`src/rtl/regfile_arbiter.sv`:
```
// Two-requester arbiter in front of a 2R1W register file.
// Round-robin with lockable bursts; drives the rf ports, returns rvalid.
module regfile_arbiter #(
  parameter int DATA_W    = 32,
  parameter int ADDR_W    = 5,
  parameter int MAX_BURST = 8
) (
  input  logic              clock,
  input  logic              reset,
  input  logic              a_req,
  input  logic              b_req,
  input  logic              a_lock,
  input  logic              b_lock,
  input  logic              a_we,
  input  logic              b_we,
  input  logic [ADDR_W-1:0] a_waddr,
  input  logic [ADDR_W-1:0] b_waddr,
  input  logic [DATA_W-1:0] a_wdata,
  input  logic [DATA_W-1:0] b_wdata,
  input  logic [ADDR_W-1:0] a_raddr1,
  input  logic [ADDR_W-1:0] a_raddr2,
  input  logic [ADDR_W-1:0] b_raddr1,
  input  logic [ADDR_W-1:0] b_raddr2,
  output logic              a_gnt,
  output logic              b_gnt,
  output logic              a_rvalid,
  output logic              b_rvalid,
  output logic [DATA_W-1:0] rdata1,
  output logic [DATA_W-1:0] rdata2,
  output logic [ADDR_W-1:0] rf_read_address_1,
  output logic [ADDR_W-1:0] rf_read_address_2,
  output logic [ADDR_W-1:0] rf_write_address,
  output logic [DATA_W-1:0] rf_write_data,
  output logic              rf_write_enable,
  input  logic [DATA_W-1:0] rf_data_out_1,
  input  logic [DATA_W-1:0] rf_data_out_2
);

  localparam int CNT_W = $clog2(MAX_BURST + 1);

  // The opening grant of a burst is issued from IDLE, so the
  // owned state may add at most MAX_BURST-1 further grants.
  localparam logic [CNT_W-1:0] OWN_LAST = CNT_W'(MAX_BURST - 1);
  localparam bit CAN_LOCK = (MAX_BURST > 1);

  typedef enum logic [1:0] {
    IDLE,
    OWN_A,
    OWN_B
  } state_t;

  state_t           state;
  state_t           state_nxt;
  logic             ptr_b;
  logic             ptr_b_nxt;
  logic [CNT_W-1:0] cnt;
  logic [CNT_W-1:0] cnt_nxt;
  logic [CNT_W-1:0] cnt_inc;
  logic             burst_last;
  logic             gnt_a;
  logic             gnt_b;

  // Saturating so the counter can never wrap.
  assign cnt_inc    = (cnt == '1) ? cnt : cnt + 1'b1;
  assign burst_last = (cnt_inc >= OWN_LAST);

  always_ff @(posedge clock or posedge reset) begin
    if (reset) begin
      state <= IDLE;
      ptr_b <= 1'b0;
      cnt   <= '0;
    end else begin
      state <= state_nxt;
      ptr_b <= ptr_b_nxt;
      cnt   <= cnt_nxt;
    end
  end

  always_comb begin
    state_nxt = state;
    ptr_b_nxt = ptr_b;
    cnt_nxt   = cnt;
    gnt_a     = 1'b0;
    gnt_b     = 1'b0;
    unique case (state)
      IDLE: begin
        if (a_req && (!b_req || !ptr_b)) begin
          gnt_a = 1'b1;
        end else if (b_req) begin
          gnt_b = 1'b1;
        end
        if (gnt_a) begin
          ptr_b_nxt = 1'b1;
          if (a_lock && CAN_LOCK) begin
            state_nxt = OWN_A;
            cnt_nxt   = '0;
          end
        end
        if (gnt_b) begin
          ptr_b_nxt = 1'b0;
          if (b_lock && CAN_LOCK) begin
            state_nxt = OWN_B;
            cnt_nxt   = '0;
          end
        end
      end
      OWN_A: begin
        gnt_a = a_req;
        if (a_req) begin
          cnt_nxt = cnt_inc;
        end
        if (!a_req || !a_lock || burst_last) begin
          state_nxt = IDLE;
          ptr_b_nxt = 1'b1;
        end
      end
      OWN_B: begin
        gnt_b = b_req;
        if (b_req) begin
          cnt_nxt = cnt_inc;
        end
        if (!b_req || !b_lock || burst_last) begin
          state_nxt = IDLE;
          ptr_b_nxt = 1'b0;
        end
      end
      default: begin
        state_nxt = IDLE;
      end
    endcase
  end

  // Grants are forced low while reset is held, even though the
  // state register is already at IDLE.
  assign a_gnt = gnt_a & ~reset;
  assign b_gnt = gnt_b & ~reset;

  always_comb begin
    rf_read_address_1 = '0;
    rf_read_address_2 = '0;
    rf_write_address  = '0;
    rf_write_data     = '0;
    rf_write_enable   = 1'b0;
    unique case (1'b1)
      a_gnt: begin
        rf_read_address_1 = a_raddr1;
        rf_read_address_2 = a_raddr2;
        rf_write_address  = a_waddr;
        rf_write_data     = a_wdata;
        rf_write_enable   = a_we & (a_waddr != '0);
      end
      b_gnt: begin
        rf_read_address_1 = b_raddr1;
        rf_read_address_2 = b_raddr2;
        rf_write_address  = b_waddr;
        rf_write_data     = b_wdata;
        rf_write_enable   = b_we & (b_waddr != '0);
      end
      default: begin
      end
    endcase
  end

  always_ff @(posedge clock or posedge reset) begin
    if (reset) begin
      a_rvalid <= 1'b0;
      b_rvalid <= 1'b0;
    end else begin
      a_rvalid <= a_gnt;
      b_rvalid <= b_gnt;
    end
  end

  assign rdata1 = rf_data_out_1;
  assign rdata2 = rf_data_out_2;

endmodule

```
`config.mk`:
```
export PLATFORM = sky130hd
export DESIGN_NAME = regfile_arbiter
export DESIGN_NICKNAME = d
export VERILOG_FILES = /design/src/rtl/regfile_arbiter.sv
export SDC_FILE = /design/constraint.sdc
export NUM_CORES = 1
export LEC_CHECK = 0
export ABC_CLOCK_PERIOD_IN_PS = 2100
export CAP_MARGIN = 40
export CORE_AREA = 2 2 109 111
export DETAILED_ROUTE_END_ITERATION = 8
export DIE_AREA = 0 0 111 113
export PLACE_DENSITY = 0.63
export SKIP_CTS_REPAIR_TIMING = 1
export SLEW_MARGIN = 0
export SYNTH_ARGS = -nofsm -noshare
export SYNTH_HDL_FRONTEND = slang
export SYNTH_SLANG_ARGS = --single-unit
```
`constraint.sdc`:
```
create_clock -name clock -period 2.1 [get_ports clock]
set_clock_uncertainty 0.2 [all_clocks]
set_input_delay 0.21 -clock clock [delete_from_list [all_inputs] [get_ports clock]]
set_output_delay 0.21 -clock clock [all_outputs]
set_load 0.005 [all_outputs]
```
==> flow_summary.yaml, run 1 <==
run_status:
  run_status: "complete, but fails checks"
  violations_in_the_final_reports: "setup timing"
logic_synthesis:
  count_of_distinct_cell_types_in_the_synthesized_netlist: 36
  synthDominantAreaCellType: "buf_4"
  synth_cells: 195
  synth_warnings: 0
  async_flop_share: 1.00
  synth.top_cells.by_area: "buf_4 (29%), a22o_1 (27%), dfrtp_1 (14%)"
  synth_seq_area_share: 0.137
  post-synth-top-area-fraction: 0.292
  syn-mean-instance-area_um2: 8.42
  synthFlopType: "dfrtp_1"
  synth_enable_flop_cells: 0
  synthMostInstantiatedCell: "buf_4"
  synth.top_cells.by_count: "buf_4 (64), a22o_1 (50), dfrtp_1 (9)"
  synthesis.area_mm2: 0.00164
  syn-num-nets: 366
  synth-seq-cells: 9
timing:
  tightest_slew_ps: 665
  timing.final.crit_share: 1.16
  hold_viol: 0
  period_needed_ps: 2430
  fmax_mhz: 412
  final-setup-viol-count: 52
  timing_max_transition_violations_final: 0
  grt_setup_unrepaired: "yes"
  slew-limit-headroom: 0.544
  finalSetupTns_ps: -10790
  setup_slack_ps: -326
job:
  drv.max_cap_violation_count: 0
layout:
  syn2layout_area_growth_pct: 107
  multi_input_comb_area_um2: 983
  fin_area_mm2: 0.00340
  area.sequential_um2: 225
  antennaDiodeCount: 0
  nNetsFinal: 496
  layout.filler_cells: 1186
  final_layout_size_suffix_gt1_frac: 0.361
critical_path:
  worstPathCellList: "inv_2 > buf_6 > ha_4 > a21oi_4 > nor3b_4 > buf_12 > buf_6 > clkbuf_16 > buf_6 > a22o_1 > buf_2"
  r2r_startpoint: "state[0]$_DFFE_PP0P_"
  critical_path.startpoint: "state[0]$_DFFE_PP0P_"
  ff2ff_path_depth: 10
  required_ps: 1690
  cp_slowest_cell: "dfrtp_1"
  rrSetupSlack_ps: -70
  worst-endpoint-arrival_ps: 2020
  start_kind: "register"
  crit_path_max_incr_delay_ps: 380
  endpoint_class_of_the_critical_path: "output pin"
  critPathMostFrequentCell: "buf_6"
  cp_max_fo: 6
  r2r_endpoint: "state[0]$_DFFE_PP0P_"
  timing_worst_setup_path_type: "reg2out"
  worst_setup_path_endpoint: "rf_write_data[8]"
grt:
  pin_count_of_the_biggest_net_entering_global_routing: 32
  global_route_wire_length_before_repair_um: 11600
  overflow: 0
  first_global_vias: 1905
  globalRouteTotalUtil: 0.119
  grt_antenna_before_repair: 0
floorplanning:
  fp-row-count: 39
  die_height_um: 113
  ios: 282
  design.die.area_mm2: 0.0125
  design.core.area_mm2: 0.0113
  die_width_um: 111
  initial_utilization: 0.146
place:
  place.port_buffers: 153
  dp_hpwl_um: 7230
  postPlaceCellArea_mm2: 0.00303
  gp_congestion: 0.815
routing:
  post-route-drc-count: 0
  drt-vias-per-instance: 4.23
  ant_nets: 0
  drtPass1Iterations: 4
  drtIter0Drc: 78
  routed_wirelength_um: 9770
  wire_per_inst_um: 20.9
  vias: 1976
power_and_ir_drop:
  power_density_mw_per_mm2: 812
  power.ir.vdd_worst_v: 0.000368
  power.leakage_nw: 1.60
clock_tree:
  clock_sink_count: 9
  clock_pin_transition_on_the_worst_setup_and_hold_timing_paths_ps: 40
  cts_inserted_buffers: 3
  tritoncts: "done"
  cts-root-to-sink-buffers: 2
  cts_root_buffer: "clkbuf_16"
  htree_num_levels: 1
  clk_latency_ps: 240
hold_path:
  hold_path_depth: 0
  hp-class: "in2out"
## worst min-delay path by stage
stage	slack, ps	start	end
after global placement	220	rf_data_out_1[23]	rdata1[23]
final	220	rf_data_out_1[11]	rdata1[11]
after global routing	220	rf_data_out_1[18]	rdata1[18]
after CTS	220	rf_data_out_1[23]	rdata1[23]
after detailed placement	220	rf_data_out_1[23]	rdata1[23]
after floorplan	-160	reset	a_rvalid$_DFF_PP0_
## metal layers
layer / vias to the layer above / track usage / wire [µm] / share of wire
met3: 8 / 0.0466 / 895 / 0.092
met5: - / 0 / 0 / 0
met1: 901 / 0.129 / 3400 / 0.35
met4: 0 / 0.0250 / 118 / 0.012
li1: 917 / - / - / -
met2: 150 / 0.219 / 5360 / 0.55
## flip-flops by register name, summed over array words and instances (netlist names)
register	cells
b_rvalid	1
ptr_b	1
state	2
cnt	4
a_rvalid	1
## cells in the final DEF, fill, tap and decap left out, types with 3 or more instances in the layout
cell,instances
a22o_1,50
buf_12,5
buf_2,29
buf_4,21
buf_6,13
clkbuf_16,9
clkbuf_2,14
clkdlybuf4s50_1,103
dfrtp_1,9
dlymetal6s2s_1,7
ha_4,3
inv_1,3
nand2_1,5
nand2b_1,3
nand3_1,4
nor2_1,3
## power by group
part	leakage, nW	total (mW)	internal [mW]	switching (mW)
Sequential	0.118	0.285	0.234	0.0509
Clock	0.0382	0.346	0.255	0.0914
Combinational	1.44	2.13	1.26	0.874
Total	1.60	2.77	1.75	1.02
## logic make-up after synthesis
kind of cell	Yosys count	synth area share
buffers and inverters	80	0.334
and+or+nand+nor	30	0.112
AOI/OAI and AO/OA	67	0.355
xor gates and xnor gates	1	0.00533
muxes	3	0.0190
DFF	9	0.137
adders and majority gates	5	0.0381
## through the flow
stage	instances	hold slack, ps	setup slack [ps]	util	power, mW
after global routing	467	220	-393	0.302	2.93
final	467	220	-326	0.302	2.77
after CTS	439	220	-690	0.276	2.38
after global placement	435	220	-448	0.269	2.00
after detailed placement	435	220	-460	0.269	2.02
after floorplan	195	-162	117	-	1.14
## area by class of cell
class / instances / share of cell area
Tap cell: 143 / 0.0526
Sequential cell: 9 / 0.0662
Inverter: 5 / 0.00551
Clock buffer: 4 / 0.0232
Multi-Input combinational cell: 106 / 0.289
Timing Repair Buffer: 200 / 0.564
## critical path: cells and delay by family (launching register included)
family                     cells  cell delay, ps
buffers and inverters          7             830
AOI/OAI and AO/OA              2             340
and+or+nand+nor                1              70
DFF                            1             380
adders and majority gates      1             160
(Power assumes the default switching activity.)
==> run 2: changes to the inputs <==
--- a/config.mk
+++ b/config.mk
@@ -5,12 +5,13 @@
 export SDC_FILE = /design/constraint.sdc
 export NUM_CORES = 1
 export LEC_CHECK = 0
-export ABC_CLOCK_PERIOD_IN_PS = 2100
+export ABC_CLOCK_PERIOD_IN_PS = 2250
 export CAP_MARGIN = 40
-export CORE_AREA = 2 2 109 111
+export CORE_AREA = 2 2 110 112
+export CTS_CLUSTER_DIAMETER = 80
 export DETAILED_ROUTE_END_ITERATION = 8
-export DIE_AREA = 0 0 111 113
-export PLACE_DENSITY = 0.63
+export DIE_AREA = 0 0 112 114
+export PLACE_DENSITY = 0.6
 export SKIP_CTS_REPAIR_TIMING = 1
 export SLEW_MARGIN = 0
 export SYNTH_ARGS = -nofsm -noshare
==> constraint.sdc (replaced) <==
create_clock -name clock -period 2.25 [get_ports clock]
set_clock_uncertainty 0.2 [all_clocks]
set_input_delay 0.225 -clock clock [delete_from_list [all_inputs] [get_ports clock]]
set_output_delay 0.225 -clock clock [all_outputs]
set_load 0.005 [all_outputs]
==> run 2 against run 1 <==
Effect of this change:
- setup slack better by 110 ps
- cell area up 0.48%
- highest routed layer unchanged
- register-to-register slack better by 170 ps
- sequential power down 1%
- largest cell class unchanged
- die area up 1.8%
- power down 7.3%
- via count up 3.5%
- the run still ends with setup timing left
==> flow_summary.yaml, run 2 (synthesis gave the netlist of run 1 again) <==
critical_path:
  crit_path_max_incr_delay_ps: 410
  timing_worst_setup_path_type: "reg2out"
  cp_slowest_cell: "dfrtp_2"
  cp_max_fo: 5
  start_kind: "register"
  critPathMostFrequentCell: "buf_6"
  endpoint_class_of_the_critical_path: "output pin"
  worst-endpoint-arrival_ps: 2040
  worstPathCellList: "inv_2 > ha_4 > a21oi_4 > nor3b_4 > buf_12 > buf_6 > clkbuf_16 > buf_8 > buf_6 > a22o_1 > clkbuf_2"
  crit_family: "buffers and inverters"
  required_ps: 1820
  crit_buf_inv: 7
layout:
  multi_input_comb_area_um2: 942
  layout.cells.most_common: "clkdlybuf4s50_1"
  layout.cells.most_common_list: "clkdlybuf4s50_1 (103), a22o_1 (50), buf_2 (29)"
  syn2layout_area_growth_pct: 108
  nNetsFinal: 501
  final_layout_size_suffix_gt1_frac: 0.353
  top_regs: "cnt (4), state (2)"
  largest_register_ffs: 4
  area.sequential_um2: 226
  largest-register: "cnt"
  layout.filler_cells: 1271
  antennaDiodeCount: 0
power_and_ir_drop:
  finalPower_mw: 2.56
  power_density_mw_per_mm2: 750
  power.ir.vdd_worst_v: 0.000400
  power.leakage_nw: 1.61
floorplanning:
  design.die.area_mm2: 0.0128
  fp-row-count: 40
  ios: 282
  die_height_um: 114
  die_width_um: 112
  design.core.area_mm2: 0.0117
  initial_utilization: 0.140
timing:
  timing_max_transition_violations_final: 0
  grt_setup_unrepaired: "yes"
  hold_viol: 0
  timing.final.crit_share: 1.10
  fmax_mhz: 405
  final-setup-viol-count: 48
  setup_slack_ps: -218
  tightest_slew_ps: 433
  slew-limit-headroom: 0.703
  period_needed_ps: 2470
routing:
  drtIter0Drc: 72
  route.top_layer_used: "met4"
  wl_met3_um: 819
  routed_wirelength_um: 9400
  drt-met1-wl_um: 3850
  ant_nets: 0
  drt-vias-per-instance: 4.30
  drtPass1Iterations: 4
  wire_per_inst_um: 19.7
  post-route-drc-count: 0
  met2WireLength_um: 4530
  vias: 2045
grt:
  globalRouteTotalUtil: 0.110
  pin_count_of_the_biggest_net_entering_global_routing: 41
  grt_antenna_before_repair: 0
  first_global_vias: 1848
  global_route_wire_length_before_repair_um: 10800
  overflow: 0
clock_tree:
  tritoncts: "done"
  clk_latency_ps: 240
  clock_sink_count: 9
  cts_root_buffer: "clkbuf_16"
  cts-root-to-sink-buffers: 2
  cts_inserted_buffers: 3
  htree_num_levels: 1
  clock_pin_transition_on_the_worst_setup_and_hold_timing_paths_ps: 40
place:
  gp_congestion: 0.775
  placement.setup.worst_slack_ps: -302
  dp_hpwl_um: 6490
  place.port_buffers: 153
run_status:
  run_status: "complete, but fails checks"
  violations_in_the_final_reports: "setup timing"
hold_path:
  hp-class: "in2async"
job:
  drv.max_cap_violation_count: 0
==> run 2: cell types whose count changed in the layout (fill, tap and decap cells not counted), sizes merged <==
cell | previous run | this run
buf | 70 | 78
dlymetal6s2s | 7 | 6
clkbuf | 24 | 22
==> run 2: through the flow <==
step                hold WS [ps]  instance area [µm²]  cells  utilization  TNS [ps]
global placement             250                 3020    440        0.258    -10560
detailed placement           250                 3020    440        0.258    -11360
CTS                          250                 3100    444        0.264    -19840
global route                 250                 3420    476        0.292     -9710
finish                       241                 3420    476        0.292     -5970
floorplan                   -147                 1640    195            -         0
==> run 2: layout make-up <==
type / count / area share
inverters: 5 / 0.00549
repair buffers: 205 / 0.576
multi-input cells: 106 / 0.276
flip-flops and latches: 9 / 0.0662
well taps: 147 / 0.0538
clock buffers: 4 / 0.0231
==> run 2: path summary, 6_finish.rpt <==
check	from	slack, ps	cells past startpoint	to
worst max-delay path	state[0]$_DFFE_PP0P_	-220	11	rf_read_address_2[3]
worst max register to register	state[0]$_DFFE_PP0P_	100	9	state[1]$_DFFE_PP0P_
max in group asynchronous	reset	1320	2	state[0]$_DFFE_PP0P_
min in group clock	rf_data_out_1[0]	250	0	rdata1[0]
worst min-delay path	reset	240	2	ptr_b$_DFFE_PP0P_
worst min register to register	ptr_b$_DFFE_PP0P_	350	2	ptr_b$_DFFE_PP0P_
==> run 2: routing by layer <==
layer  GRT usage  up-vias
li1            -      926
met1       0.141      965
met2       0.181      128
met3      0.0313       26
met4      0.0333        0
met5           0        -
==> run 2: worst register-to-register path: cells and delay by family, from the launching register on <==
kind | cells | cell delay (ps)
adder cells (fa/ha/maj) | 1 | 150
AND/OR/NAND/NOR | 1 | 60
AO/OA/AOI/OAI | 3 | 680
buffers and inverters | 4 | 510
flip-flops | 1 | 430
==> run 2: where the power goes <==
part | total [mW] | leakage (nW) | internal [mW] | switching (mW)
Combinational | 1.97 | 1.45 | 1.17 | 0.794
Sequential | 0.281 | 0.117 | 0.220 | 0.0610
Clock | 0.314 | 0.0382 | 0.237 | 0.0775
